### src/rtl/seq_normalizer_pkg.sv
// Shared definitions for the iterative normalizer: FSM state encodings and default sizes.
package seq_normalizer_pkg;

   localparam int WIDTH_DEF = 8;
   localparam int CNT_W_DEF = 3;

   typedef enum logic [1:0] {
      S_IDLE  = 2'd0,
      S_SHIFT = 2'd1,
      S_DONE  = 2'd2
   } state_t;

endpackage

### src/rtl/seq_normalizer_norm_step.sv
// One normalization step: single-bit shift toward the target end with zero fill,
// plus the current target bit (MSB when shifting left, LSB when shifting right).
module norm_step #(
   parameter int WIDTH = 8
) (
   input  logic [WIDTH-1:0] word_i,
   input  logic             dir_i,
   output logic [WIDTH-1:0] shifted_o,
   output logic             target_o
);

   always_comb begin
      if (dir_i) begin
         shifted_o = {1'b0, word_i[WIDTH-1:1]};
         target_o  = word_i[0];
      end else begin
         shifted_o = {word_i[WIDTH-2:0], 1'b0};
         target_o  = word_i[WIDTH-1];
      end
   end

endmodule

### src/rtl/seq_normalizer.sv
// Iterative normalizer: shifts the captured operand one bit per cycle until the
// target end bit is set, reporting the normalized word and the shift count.
module seq_normalizer
   import seq_normalizer_pkg::*;
#(
   parameter int WIDTH = WIDTH_DEF,
   parameter int CNT_W = CNT_W_DEF
) (
   input  logic             clk,
   input  logic             rst,
   input  logic             start,
   input  logic             dir,
   input  logic [WIDTH-1:0] in,
   output logic             busy,
   output logic             done,
   output logic [WIDTH-1:0] out,
   output logic [CNT_W-1:0] shamt,
   output logic             zero
);

   localparam logic [CNT_W-1:0] CNT_MAX = CNT_W'(WIDTH - 1);

   state_t           state_q;
   logic [WIDTH-1:0] work_q;
   logic [WIDTH-1:0] work_d;
   logic             dir_q;
   logic [CNT_W-1:0] cnt_q;
   logic [CNT_W-1:0] cnt_d;
   logic             target;
   logic             busy_q;
   logic             done_q;
   logic [WIDTH-1:0] out_q;
   logic [CNT_W-1:0] shamt_q;
   logic             zero_q;

   norm_step #(.WIDTH(WIDTH)) u_step (
      .word_i    (work_q),
      .dir_i     (dir_q),
      .shifted_o (work_d),
      .target_o  (target)
   );

   assign cnt_d = cnt_q + 1'b1;

   always_ff @(posedge clk) begin
      if (rst) begin
         state_q <= S_IDLE;
         work_q  <= '0;
         dir_q   <= 1'b0;
         cnt_q   <= '0;
         busy_q  <= 1'b0;
         done_q  <= 1'b0;
         out_q   <= '0;
         shamt_q <= '0;
         zero_q  <= 1'b0;
      end else begin
         done_q <= 1'b0;
         case (state_q)
            S_IDLE: begin
               if (start) begin
                  busy_q <= 1'b1;
                  if (in != '0) begin
                     work_q  <= in;
                     dir_q   <= dir;
                     cnt_q   <= '0;
                     zero_q  <= 1'b0;
                     state_q <= S_SHIFT;
                  end else begin
                     // All-zero operand has no target bit; finish straight away.
                     out_q   <= '0;
                     shamt_q <= '0;
                     zero_q  <= 1'b1;
                     done_q  <= 1'b1;
                     state_q <= S_DONE;
                  end
               end
            end
            S_SHIFT: begin
               if (target || cnt_q == CNT_MAX) begin
                  out_q   <= work_q;
                  shamt_q <= cnt_q;
                  done_q  <= 1'b1;
                  state_q <= S_DONE;
               end else begin
                  work_q <= work_d;
                  cnt_q  <= cnt_d;
               end
            end
            S_DONE: begin
               busy_q  <= 1'b0;
               state_q <= S_IDLE;
            end
            default: begin
               busy_q  <= 1'b0;
               state_q <= S_IDLE;
            end
         endcase
      end
   end

   assign busy  = busy_q;
   assign done  = done_q;
   assign out   = out_q;
   assign shamt = shamt_q;
   assign zero  = zero_q;

endmodule

### config.mk
export PLATFORM = sky130hd
export DESIGN_NAME = seq_normalizer
export DESIGN_NICKNAME = d
export VERILOG_FILES = /design/src/rtl/seq_normalizer_pkg.sv /design/src/rtl/seq_normalizer_norm_step.sv /design/src/rtl/seq_normalizer.sv
export SDC_FILE = /design/constraint.sdc
export NUM_CORES = 1
export LEC_CHECK = 0
export BUFFER_PORTS_ARGS = -buffer_cell sky130_fd_sc_hd__buf_2
export CORE_MARGIN = 2
export CORE_UTILIZATION = 45
export DETAILED_ROUTE_END_ITERATION = 16
export PLACE_DENSITY = 0.67
export SLEW_MARGIN = 25
export SYNTH_ARGS = -nofsm -noshare
export SYNTH_HDL_FRONTEND = slang
export SYNTH_SLANG_ARGS = --single-unit
### constraint.sdc
create_clock -name clk -period 1.8 [get_ports clk]
set_input_delay 0.18 -clock clk [delete_from_list [all_inputs] [get_ports clk]]
set_output_delay 0.18 -clock clk [all_outputs]
set_load 0.1 [all_outputs]
* Word level (Yosys, flattened, before mapping)
Index checks and enable logic that the tools add are counted.
** Word-level totals
- Flip-flop bits (word level) :: 28
- Input port bits :: 12
- Output and inout bits :: 14
- Word-level logic and storage cells :: 56
** Operators by class
- Add/subtract/negate cells :: 1
- Equality and inequality tests :: 7
- Muxes and demuxes :: 28
- Bitwise gates (word level) :: 1
- Reductions and logical operators :: 10
** Operators by type and width (number)
- $mux 8 :: 7
- $pmux 8 s2 :: 2
- $mux 3 :: 6
- $pmux 3 s2 :: 2
- $ne 2x2->1 const B :: 5
- $reduce_and 4->1 :: 2
- $reduce_bool 8->1 :: 1
- $mux 2 :: 3
- $reduce_and 2->1 :: 3
- $mux 1 :: 5
- $pmux 1 s2 :: 2
- $pmux 2 s2 :: 1
- $add 3x1->3 const B :: 1
- $eq 3x3->1 const B :: 1
- $reduce_and 3->1 :: 1
- $eq 2x1->1 const B :: 1
- $logic_not 2->1 :: 1
- $reduce_bool 2->1 :: 1
- $logic_or 1x1->1 :: 1
- $not 1->1 :: 1

* Logic depth before layout (Yosys ltp)
Gate-level depths: netlist (run 1).
- Depth in word-level cells :: 4
- Gate-level depth with buffers :: 6

* Cells and area by module
Synthesis (run 1) repeated with hierarchy kept, for this count alone.
** Second synthesis, totals
- Cell total of the unflattened synthesis :: 111
- Area total of the unflattened synthesis :: 1249.9 µm²
** Modules (own cells, without submodules)
- seq_normalizer :: instances 1, cells each 101, area an instance 1117.3 µm², sequential area each 560.5 µm²
- norm_step :: instances 1, cells each 10, area an instance 132.6 µm², sequential area each 0.0 µm²

* Worst setup path after synthesis (run 1)
OpenSTA, ideal clock, no wires.
- Path kind :: flip-flop to flip-flop
- Start :: register cnt_q[0]
- End :: register out_q[0], in the netlist out[0]
- Setup time :: 0.118 ns
- Data arrival time :: 1.588 ns
- Path slack :: 0.094 ns
- Cell stages (with the launch flop) :: 7
- Period minus slack after synthesis :: 1.706 ns
- Path through :: dfxtp_1 > ha_1 > ha_1 > nor3_2 > o41a_1 > buf_6 > a22o_1
** Between the ends
- Word-level cells in the longest chain between the ends :: 4
** Ends and longest elaborated chain
- start: declaration :: RTL line seq_normalizer.sv:27 : logic [CNT_W-1:0] cnt_q;
- start signal: assignment :: RTL line seq_normalizer.sv:86 : cnt_q <= cnt_d;
- $eq 3x3->1 :: RTL line seq_normalizer.sv:79 : if (target || cnt_q == CNT_MAX) begin
- $logic_or 1x1->1 :: RTL line seq_normalizer.sv:79
- $ne 2x2->1 (no line)
- $reduce_and 4->1 (no line)
- end signal: assignment :: RTL line seq_normalizer.sv:80 : out_q <= work_q;
- end: declaration :: RTL line seq_normalizer.sv:32 : logic [WIDTH-1:0] out_q;
Every way passes these cells.
A chain may end at the register's enable or synchronous reset.

* Worst setup path after layout (run 1)
- Start :: register cnt_q[0]
- End :: register out_q[7], in the netlist out[7]
Same word-level chain as after synthesis.

==> qor.tcl, run 1 <==
set qor(p_switching_mw) 0.448
set qor(antenna_found_initial) 0
set qor(vias) 1137
set qor(postLayoutSetupSlackWorst_ns) 0.0938
set qor(route.detailed.vias_per_inst) 5.89
set qor(synth_area_per_cell_um2) 9.95
set qor(area_delta_synth_final_pct) 18.9
set qor(mapped_cell_area_mm2) 0.00129
set qor(cpLargestDelayFamily) {compound AO/OA/AOI/OAI gates}
set qor(fill_cell_total_of_the_finished_layout) 233
set qor(timing.clock.skew_ns) 0.00401
set qor(worst_r2r_startpoint) {cnt_q[0]}
set qor(worstPathCellList) {ha_1 > ha_2 > nor3_2 > o41a_1 > a22o_1}
set qor(synth_edf_count) 0
set qor(async_flop_share) 0
set qor(route.detailed.wl_per_inst_um) 15.8
set qor(tritoncts) {yes}
set qor(worst_setup_path_end_kind) {flop}
set qor(status) {finished, final reports clean}
set qor(final-setup-viol-count) 0
set qor(yosys.area.top_type) {dfxtp_1}
set qor(firstDrtPassIters) 4
set qor(drc) 0
set qor(clock.fmax_mhz) 586
set qor(minimum_clock_period_ns) 1.71
set qor(ir_worst_vdd_mv) 0.559
set qor(worst_setup_hold_path_clk_slew_ns) 0.15
set qor(core_area_mm2) 0.00273
set qor(fin_crit_sh) 0.948
set qor(power.combinational.fraction) 0.254
set qor(reg2reg_depth) 5
set qor(grt_pass1_wl_mm) 5.04
set qor(grt_setup_unrepaired) {no}
set qor(dp_slack_ns) -0.192
set qor(final_gp_congestion) 0.864
set qor(antenna_violating_nets_post_route) 0
set qor(critical_path.slowest_cell) {o41a_1}
set qor(reg2reg_slack_ns) 0.09
set qor(post_cts_hold_buffer_count) 0
set qor(syn-num-nets) 144
set qor(timing_worst_slew_pin_value_ns) 0.635
set qor(place_area_mm2) 0.00147
set qor(critical_path.startpoint) {cnt_q[0]}
set qor(cts-root-to-sink-buffers) 2
set qor(syn-instance-count) 130
set qor(main_flop_type_after_synthesis) {dfxtp_1}
set qor(detailedPlacementHpwl_mm) 2.16
set qor(cp_num_buf_inv) 0
set qor(leakagePower_nw) 0.631
set qor(ys_warn_count) 0
set qor(cpPeakStageDelay_ns) 0.43
set qor(row_count) 19
set qor(drt-initial-drc-count) 50
set qor(synth.area.top_cells) {dfxtp_1, a22o_1, mux2i_1, a21oi_1, o2111ai_1}
set qor(nNetsFinal) 177
set qor(grt_overflow) 0
set qor(critical_path.startpoint_type) {flop}
set qor(relSlewSlack) 0.575
set qor(cts-htree-levels) 1
set qor(antenna_cells) 0
set qor(first_global_vias) 1060
set qor(cellPowerDensity_mw_per_mm2) 887
set qor(synthDominantCellAreaShare) 0.433
set qor(pwr-share-clk) 0.231
set qor(numPortBuffers) 25
set qor(worst-setup-path-type) {reg -> reg}
set qor(fp.dieH_um) 57.6
set qor(grt_start_max_net_pins) 18
set qor(die_x_um) 57.6
set qor(synth-seq-cells) 28
set qor(worst-endpoint-arrival_ns) 1.95
set qor(fin_worst_hold_slack_ns) 0.0662
set qor(worst_skew_pair.late_latency_ns) 0.34
set qor(worstSetupEndpoint) {out[7]}
set qor(power_report.internal_total_mw) 0.916
set qor(max_capacitance_violation_count) 0
set qor(grt_usage) 0.194
set qor(rr_endpoint) {out[7]}
set qor(worstPathRequired_ns) 2.05
set qor(root_buffer) {clkbuf_4}
set qor(floorplan.die_area_mm2) 0.00332
set qor(start_util) 0.473
set qor(p_sw_frac) 0.329
set qor(synth_seq_area_share) 0.433
set qor(drv_slew) 0
set qor(power.share.sequential) 0.514
set qor(worst_hold_path_type) {in -> reg}
set qor(worstSetupPathDepth) 5
set qor(yosys.cell_types.count) 35
set qor(worst-path-max-fanout) 6
set qor(fraction_of_layout_instances_using_a_drive_strength_above_1) 0.302
set qor(cts_buffer_count) 3
set qor(io_pins) 26
set qor(routed_wirelength_mm) 3.04
set qor(postLayoutCellArea_mm2) 0.00154
set qor(timing.final.hold_violations) 0
set qor(cts_num_sinks) 28
-- area by class of cell --
type	count	area [um2]	area share
repair buffers	36	211	0.138
inverters	2	7.51	0.00488
well taps	31	38.8	0.0252
clock buffers	4	36.3	0.0236
flip-flops and latches	28	561	0.365
multi-input cells	92	683	0.444
-- per-stage QoR --
stage / power, mW / cells / utilization / setup TNS [ns]
finish: 1.36 / 193 / 0.562 / 0
floorplan: 0.952 / 130 / - / 0
CTS: 1.36 / 192 / 0.557 / 0
global placement: 1.03 / 187 / 0.538 / -0.607
global route: 1.43 / 193 / 0.562 / 0
detailed placement: 1.04 / 187 / 0.538 / -1.95
-- worst min path at each step --
| stage | depth (start not counted) | slack, ns | endpoint | from |
|---|---|---|---|---|
| after floorplan | 2 | 0.33 | dir_q | dir |
| after global placement | 3 | 0.42 | dir_q | dir |
| after detailed placement | 3 | 0.43 | dir_q | dir |
| after CTS | 3 | 0.08 | dir_q | dir |
| after global routing | 3 | 0.10 | dir_q | dir |
| final | 3 | 0.07 | dir_q | dir |
-- registers in the layout (all words and copies together) (netlist names) --
register	cells
zero	1
shamt	3
cnt_q	3
done	1
out	8
busy	1
work_q	8
dir_q	1
state_q	2
-- placed cells by master (no fill, tap or decap), drive strengths merged, types with 2 or more instances in the layout --
master / instances
nand4: 2
nand3: 2
clkbuf: 4
nor2: 6
nor4: 4
mux2i: 7
and2: 2
inv: 2
o2111ai: 6
a31oi: 2
dfxtp: 28
o41a: 2
nor3: 4
buf: 36
ha: 2
or2b: 2
nand2: 8
o21ai: 9
a311oi: 2
a22o: 11
a21oi: 14
-- tightest hold or removal path, delay by kind of cell --
family	cells	cell delay, ns
buffers and inverters	1	0.07
and+or+nand+nor	1	0.07
muxes	1	0.06
-- layer usage --
layer  global-route usage  share of wire  up-vias
met5                    0              0        -
met4               0.0498         0.0089        0
li1                     -              -      562
met2                0.300           0.44       28
met1                0.286           0.51      543
met3               0.0268          0.043        4
-- cell families (layout without fill, tap and decap cells) --
logic type      after synthesis  after routing  share of synthesized area
compound gates               47             48                      0.262
fa+ha+maj                     2              2                     0.0193
buf+inv                      11             42                     0.0532
flops                        28             28                      0.433
mux                           8              8                     0.0658
simple gates                 34             34                      0.166
-- Yosys cell counts, drive strengths merged (4+ instances only) --
cell type and count:
dfxtp 28, a21oi 14, a22o 11, o21ai 9, nand2 8, mux2i 7
nor2 6, o2111ai 6, clkbuf 5, buf 4, nor3 4, nor4 4
-- power groups by stage --
stage / clock network, mW / registers (mW) / logic (mW)
floorplan: 0 / 0.758 / 0.194
global placement: 0 / 0.713 / 0.322
detailed placement: 0 / 0.715 / 0.325
CTS: 0.322 / 0.701 / 0.337
global route: 0.340 / 0.709 / 0.379
finish: 0.316 / 0.702 / 0.347
-- repair_timing --
item / 4_1_cts / 5_1_grt
gates resized for setup: 1 / 2
endpoints found under the hold margin: 0 / 0
gates cloned: 1 / 0
buffers inserted: 0 / 1
endpoints found under the setup margin: 11 / 19
pin swaps: 1 / 0
Power figures use the tool's default switching activity.
==> run 2: changes to the inputs <==
--- a/config.mk
+++ b/config.mk
@@ -7,9 +7,9 @@
 export LEC_CHECK = 0
 export BUFFER_PORTS_ARGS = -buffer_cell sky130_fd_sc_hd__buf_2
 export CORE_MARGIN = 2
-export CORE_UTILIZATION = 45
+export CORE_UTILIZATION = 53
 export DETAILED_ROUTE_END_ITERATION = 16
-export PLACE_DENSITY = 0.67
+export PLACE_DENSITY = 0.77
 export SLEW_MARGIN = 25
 export SYNTH_ARGS = -nofsm -noshare
 export SYNTH_HDL_FRONTEND = slang
==> run 2 against run 1 <==
Cell count is the same. Clock skew grew 0.0037 ns. Global-route usage grew 6.8 points. Register-to-register slack gained 0.02 ns. Sequential power is essentially flat.
==> qor.tcl, run 2 (synthesized netlist as in run 1, its figures left out) <==
set qor(status) {finished, final reports clean}
set qor(critical_path.startpoint_type) {flop}
set qor(grt_pass1_wl_mm) 5.29 ;# +4.9%
set qor(worst_setup_path_end_kind) {flop}
set qor(fin_crit_sh) 0.938 ;# -0.0102
set qor(dp_slack_ns) -0.302 ;# -0.110 ns
set qor(ir_worst_vdd_mv) 0.605 ;# +8.2%
set qor(drv_slew) 0 ;# unchanged
set qor(fraction_of_layout_instances_using_a_drive_strength_above_1) 0.345 ;# +0.0430
set qor(vias) 1187 ;# +4.4%
set qor(max_capacitance_violation_count) 0 ;# unchanged
set qor(worstPathRequired_ns) 2.08 ;# +0.03 ns
set qor(final_gp_congestion) 0.825 ;# -4.5%
set qor(fp.dieH_um) 53.4 ;# -7.3%
set qor(detailedPlacementHpwl_mm) 2.29 ;# +6.0%
set qor(post_cts_hold_buffer_count) 0 ;# unchanged
set qor(grt_overflow) 0 ;# unchanged
set qor(drt-initial-drc-count) 18 ;# -64%
set qor(core_area_mm2) 0.00225 ;# -18%
set qor(route.detailed.wl_per_inst_um) 17.0 ;# +7.7%
set qor(numPortBuffers) 25 ;# unchanged
set qor(antenna_cells) 0 ;# unchanged
set qor(postLayoutSetupSlackWorst_ns) 0.112 ;# +0.0184 ns
set qor(firstDrtPassIters) 4 ;# unchanged
set qor(timing.clock.skew_ns) 0.00767 ;# +0.00366 ns
set qor(cellPowerDensity_mw_per_mm2) 931 ;# +4.9%
set qor(final_common_cell) {dfxtp_1}
set qor(worst-setup-path-type) {reg -> reg}
set qor(antenna_violating_nets_post_route) 0 ;# unchanged
set qor(worst-endpoint-arrival_ns) 1.97 ;# +0.02 ns
set qor(relSlewSlack) 0.495 ;# -0.0800
set qor(route.detailed.vias_per_inst) 6.15 ;# +4.4%
set qor(worst_hold_path_type) {in -> reg}
set qor(worst_skew_pair.late_latency_ns) 0.34 ;# about the same
set qor(layout.cells.most_common_list) {dfxtp_1, buf_2, a21oi_1, a22o_1, buf_4}
set qor(reg2reg_slack_ns) 0.11 ;# +0.02 ns
set qor(start_util) 0.574 ;# +0.101
set qor(routed_wirelength_mm) 3.28 ;# +7.7%
set qor(grt_usage) 0.262 ;# +0.0678
set qor(floorplan.die_area_mm2) 0.00285 ;# -14%
set qor(row_count) 17 ;# -2
set qor(timing.final.hold_violations) 0 ;# unchanged
set qor(tritoncts) {yes}
set qor(cts_buffer_count) 3 ;# unchanged
set qor(fin_worst_hold_slack_ns) 0.0722 ;# +0.00606 ns
set qor(die_x_um) 53.4 ;# -7.3%
set qor(worst-path-max-fanout) 11 ;# +5
set qor(cts-root-to-sink-buffers) 2 ;# unchanged
set qor(final-setup-viol-count) 0 ;# unchanged
set qor(root_buffer) {clkbuf_4}
set qor(cts_num_sinks) 28 ;# unchanged
set qor(area_delta_synth_final_pct) 24.6
set qor(antenna_found_initial) 0 ;# unchanged
set qor(first_global_vias) 1139 ;# +7.5%
set qor(drc) 0 ;# unchanged
set qor(timing_worst_slew_pin_value_ns) 0.754 ;# +0.119 ns
set qor(clock.fmax_mhz) 593 ;# +1.1%
set qor(cts-htree-levels) 1 ;# unchanged
set qor(leakagePower_nw) 0.658 ;# +4.3%
set qor(grt_start_max_net_pins) 18 ;# unchanged
set qor(worst_setup_hold_path_clk_slew_ns) 0.15 ;# about the same
set qor(minimum_clock_period_ns) 1.69 ;# -0.0184 ns
set qor(io_pins) 26 ;# unchanged
set qor(nNetsFinal) 180 ;# +1.7%
-- run 2: worst paths after layout --
| kind | start | end | depth (start not counted) |
|---|---|---|---|
| worst max-delay path | dir_q | out[6] | 4 |
| worst min-delay path | dir | dir_q | 3 |
| worst max register to register | dir_q | out[6] | 4 |
| worst min register to register | shamt[1] | shamt[1] | 1 |
-- run 2: where the power goes --
| part | internal (mW) | switching [mW] | total (mW) | leakage (nW) |
|---|---|---|---|---|
| clock | 0.225 | 0.194 | 0.419 | 0.0279 |
| combinational | 0.152 | 0.227 | 0.378 | 0.401 |
| sequential | 0.662 | 0.0400 | 0.702 | 0.229 |
| total | 1.04 | 0.461 | 1.50 | 0.658 |
-- run 2: timing repair --
| action | 4_1_cts | 5_1_grt |
|---|---|---|
| gates resized for setup | 1 | 11 |
| buffers inserted | 2 | 0 |
| endpoints found under the setup margin | 17 | 22 |
| pin swaps | 2 | 3 |
-- run 2: through the flow --
stage | cell area (um2) | instances | setup TNS [ns] | util | total power, mW
2_1_floorplan | 1290 | 130 | 0 | - | 0.952
3_3_place_gp | 1490 | 187 | -0.562 | 0.661 | 1.04
3_5_place_dp | 1490 | 187 | -3.06 | 0.661 | 1.05
4_1_cts | 1560 | 193 | 0 | 0.693 | 1.48
5_1_grt | 1610 | 193 | -0.00911 | 0.715 | 1.56
6_report | 1610 | 193 | 0 | 0.715 | 1.50
-- run 2: final cells by class --
type / count / area [um2]
multi-input cells: 91 / 702
fillers: 195 / 643
flip-flops and latches: 28 / 562
repair buffers: 40 / 253
well taps: 28 / 35.0
clock inverters: 1 / 30.0
clock buffers: 3 / 22.5
inverters: 2 / 7.51
-- run 2: worst max-delay path, stage by stage (launching register included) --
cell     delay [ns]
dfxtp_1        0.39
mux2_4         0.35
nor3_2         0.19
o41a_1         0.47
a22o_1         0.24
-- run 2: per-layer routing --
layer  up-vias  global-route usage  wire [um]
li1        565                   -          -
met1       578               0.315       1360
met2        39               0.457       1730
met3         5              0.0424        153
met4         0               0.107         34
met5         -                   0          0
==> run 3: changes to the inputs <==
--- a/config.mk
+++ b/config.mk
@@ -5,7 +5,8 @@
 export SDC_FILE = /design/constraint.sdc
 export NUM_CORES = 1
 export LEC_CHECK = 0
-export BUFFER_PORTS_ARGS = -buffer_cell sky130_fd_sc_hd__buf_2
+export BUFFER_PORTS_ARGS = -buffer_cell sky130_fd_sc_hd__clkbuf_2
+export CORE_ASPECT_RATIO = 0.7
 export CORE_MARGIN = 2
 export CORE_UTILIZATION = 53
 export DETAILED_ROUTE_END_ITERATION = 16
==> run 3 against run 2 <==
Routed wire length grew 3.9%. Clock skew rose by 0.0063 ns. Non-clock buffer count stayed put. Hold slack got worse by 0.0033 ns. Critical path depth rose by 3. Worst setup slack worse by 0.064 ns. Global-route usage decreased by 1.3 points. Cell count up 2.1%. Via count rose by 1.6%.
==> qor.tcl, run 3 (synthesized netlist as in run 1, its figures left out) <==
set qor(drt-initial-drc-count) 67 ;# +49
set qor(fill_cell_total_of_the_finished_layout) 184 ;# -5.6%
set qor(final_gp_congestion) 0.898 ;# +9.0%
set qor(cts_buffer_count) 3 ;# unchanged
set qor(timing_worst_slew_pin_value_ns) 0.544 ;# -0.210 ns
set qor(fraction_of_layout_instances_using_a_drive_strength_above_1) 0.339 ;# -0.00606
set qor(layout.cells.most_common_list) {dfxtp_1, clkbuf_2, buf_4, a21oi_1, a22o_1}
set qor(fp.dieH_um) 45.3 ;# -15%
set qor(antenna_violating_nets_post_route) 0 ;# unchanged
set qor(clock.fmax_mhz) 571 ;# -3.7%
set qor(io_pins) 26 ;# unchanged
set qor(cts_num_sinks) 28 ;# unchanged
set qor(status) {finished, final reports clean}
set qor(detailedPlacementHpwl_mm) 2.38 ;# +4.2%
set qor(antenna_cells) 0 ;# unchanged
set qor(core_area_mm2) 0.00222 ;# -1.3%
set qor(ir_worst_vdd_mv) 0.452 ;# -25%
set qor(total_power_mw) 1.49 ;# -0.62%
set qor(drv_slew) 0 ;# unchanged
set qor(cts-htree-levels) 1 ;# unchanged
set qor(first_global_vias) 1093 ;# -4.0%
set qor(dp_slack_ns) -0.0976 ;# +0.204 ns
set qor(worst-endpoint-arrival_ns) 2.01 ;# +0.04 ns
set qor(final-setup-viol-count) 0 ;# unchanged
set qor(timing.final.hold_violations) 0 ;# unchanged
set qor(minimum_clock_period_ns) 1.75 ;# +0.0643 ns
set qor(routed_wirelength_mm) 3.40 ;# +3.9%
set qor(die_x_um) 63.1 ;# +18%
set qor(worst_setup_hold_path_clk_slew_ns) 0.16 ;# about the same
set qor(max_capacitance_violation_count) 0 ;# unchanged
set qor(worst_setup_path_end_kind) {flop}
set qor(antenna_found_initial) 0 ;# unchanged
set qor(start_util) 0.582 ;# +0.00775
set qor(tritoncts) {yes}
set qor(critical_path.startpoint_type) {flop}
set qor(area_delta_synth_final_pct) 22.0
set qor(leakagePower_nw) 0.648 ;# -1.5%
set qor(grt_start_max_net_pins) 19 ;# +1
set qor(root_buffer) {clkbuf_4}
set qor(worst_hold_path_type) {in -> reg}
set qor(postLayoutSetupSlackWorst_ns) 0.0480 ;# -0.0643 ns
set qor(vias) 1206 ;# +1.6%
set qor(worstPathRequired_ns) 2.06 ;# -0.02 ns
set qor(setup_total_negative_slack_ns) 0 ;# unchanged
set qor(drc) 0 ;# unchanged
set qor(fin_crit_sh) 0.973 ;# +0.0357
set qor(route.detailed.wl_per_inst_um) 17.3 ;# +1.8%
set qor(timing.clock.skew_ns) 0.0140 ;# +0.00633 ns
set qor(post_cts_hold_buffer_count) 0 ;# unchanged
set qor(final_common_cell) {dfxtp_1}
set qor(cts-root-to-sink-buffers) 2 ;# unchanged
set qor(worst-path-max-fanout) 4 ;# -7
set qor(nNetsFinal) 180 ;# unchanged
set qor(numPortBuffers) 25 ;# unchanged
set qor(floorplan.die_area_mm2) 0.00286 ;# +0.22%
set qor(cellPowerDensity_mw_per_mm2) 945 ;# +1.5%
set qor(relSlewSlack) 0.639 ;# +0.144
set qor(grt_overflow) 0 ;# unchanged
set qor(worst_skew_pair.late_latency_ns) 0.34 ;# about the same
set qor(firstDrtPassIters) 4 ;# unchanged
set qor(row_count) 14 ;# -3
set qor(grt_pass1_wl_mm) 5.29 ;# +0.13%
set qor(grt_usage) 0.249 ;# -0.0131
set qor(route.detailed.vias_per_inst) 6.12 ;# -0.46%
set qor(worst-setup-path-type) {reg -> reg}
run 3: cell count changes in the layout (fill, tap and decap cells not counted):
cell	previous run	this run
buf_4	11	14
o41a_2	0	1
o41a_1	1	0
clkbuf_2	0	25
ha_1	0	1
ha_4	2	0
ha_2	0	1
buf_2	25	0
buf_6	4	1
o2111ai_2	1	0
o2111ai_1	5	6
run 3: layout make-up:
| type | instances | area (um2) | area share |
|---|---|---|---|
| tap | 32 | 40.0 | 0.0254 |
| clock buffer | 3 | 22.5 | 0.0143 |
| timing repair buffer | 40 | 241 | 0.153 |
| inverter | 2 | 7.51 | 0.00476 |
| clock inverter | 1 | 30.0 | 0.0190 |
| multi-input combinational | 91 | 674 | 0.427 |
| sequential | 28 | 562 | 0.356 |
run 3: power breakdown:
part	switching [mW]	internal, mW
Clock	0.193	0.226
Combinational	0.227	0.145
Sequential	0.0375	0.662
run 3: timing repair:
action / CTS / global route
cloned: 0 / 0
endpoints found under the setup margin: 12 / 18
buffers inserted: 2 / 1
pin swaps: 2 / 2
hold endpoints to repair: 0 / 0
resized for setup: 1 / 5
run 3: worst max-delay path, stage by stage, from the launching register on:
cell,delay (ns)
dfxtp_2,0.36
ha_1,0.20
ha_2,0.20
buf_4,0.15
o31ai_4,0.28
buf_4,0.16
a21oi_1,0.05
a311oi_1,0.28
run 3: worst paths after layout:
check | start | to | slack, ns | cells past startpoint
worst max-delay path | cnt_q[0] | work_q[0] | 0.05 | 7
worst min-delay path | dir | dir_q | 0.07 | 3
worst max register to register | cnt_q[0] | work_q[0] | 0.05 | 7
worst min register to register | out[4] | out[4] | 0.50 | 1
run 3: stage by stage:
step	hold slack, ns	cell area, um2	util	cells
2_1_floorplan	0.327	1290	-	130
3_3_place_gp	0.421	1490	0.669	190
3_5_place_dp	0.433	1490	0.669	190
4_1_cts	0.0731	1560	0.701	196
5_1_grt	0.0873	1580	0.709	197
6_report	0.0689	1580	0.709	197
run 3: per-layer routing:
metal | part of all wire | global-route usage | up-vias
met3 | 0.073 | 0.0574 | 4
met1 | 0.44 | 0.321 | 581
met4 | 0.0085 | 0.0622 | 0
li1 | - | - | 566
met5 | 0 | 0 | -
met2 | 0.48 | 0.432 | 55
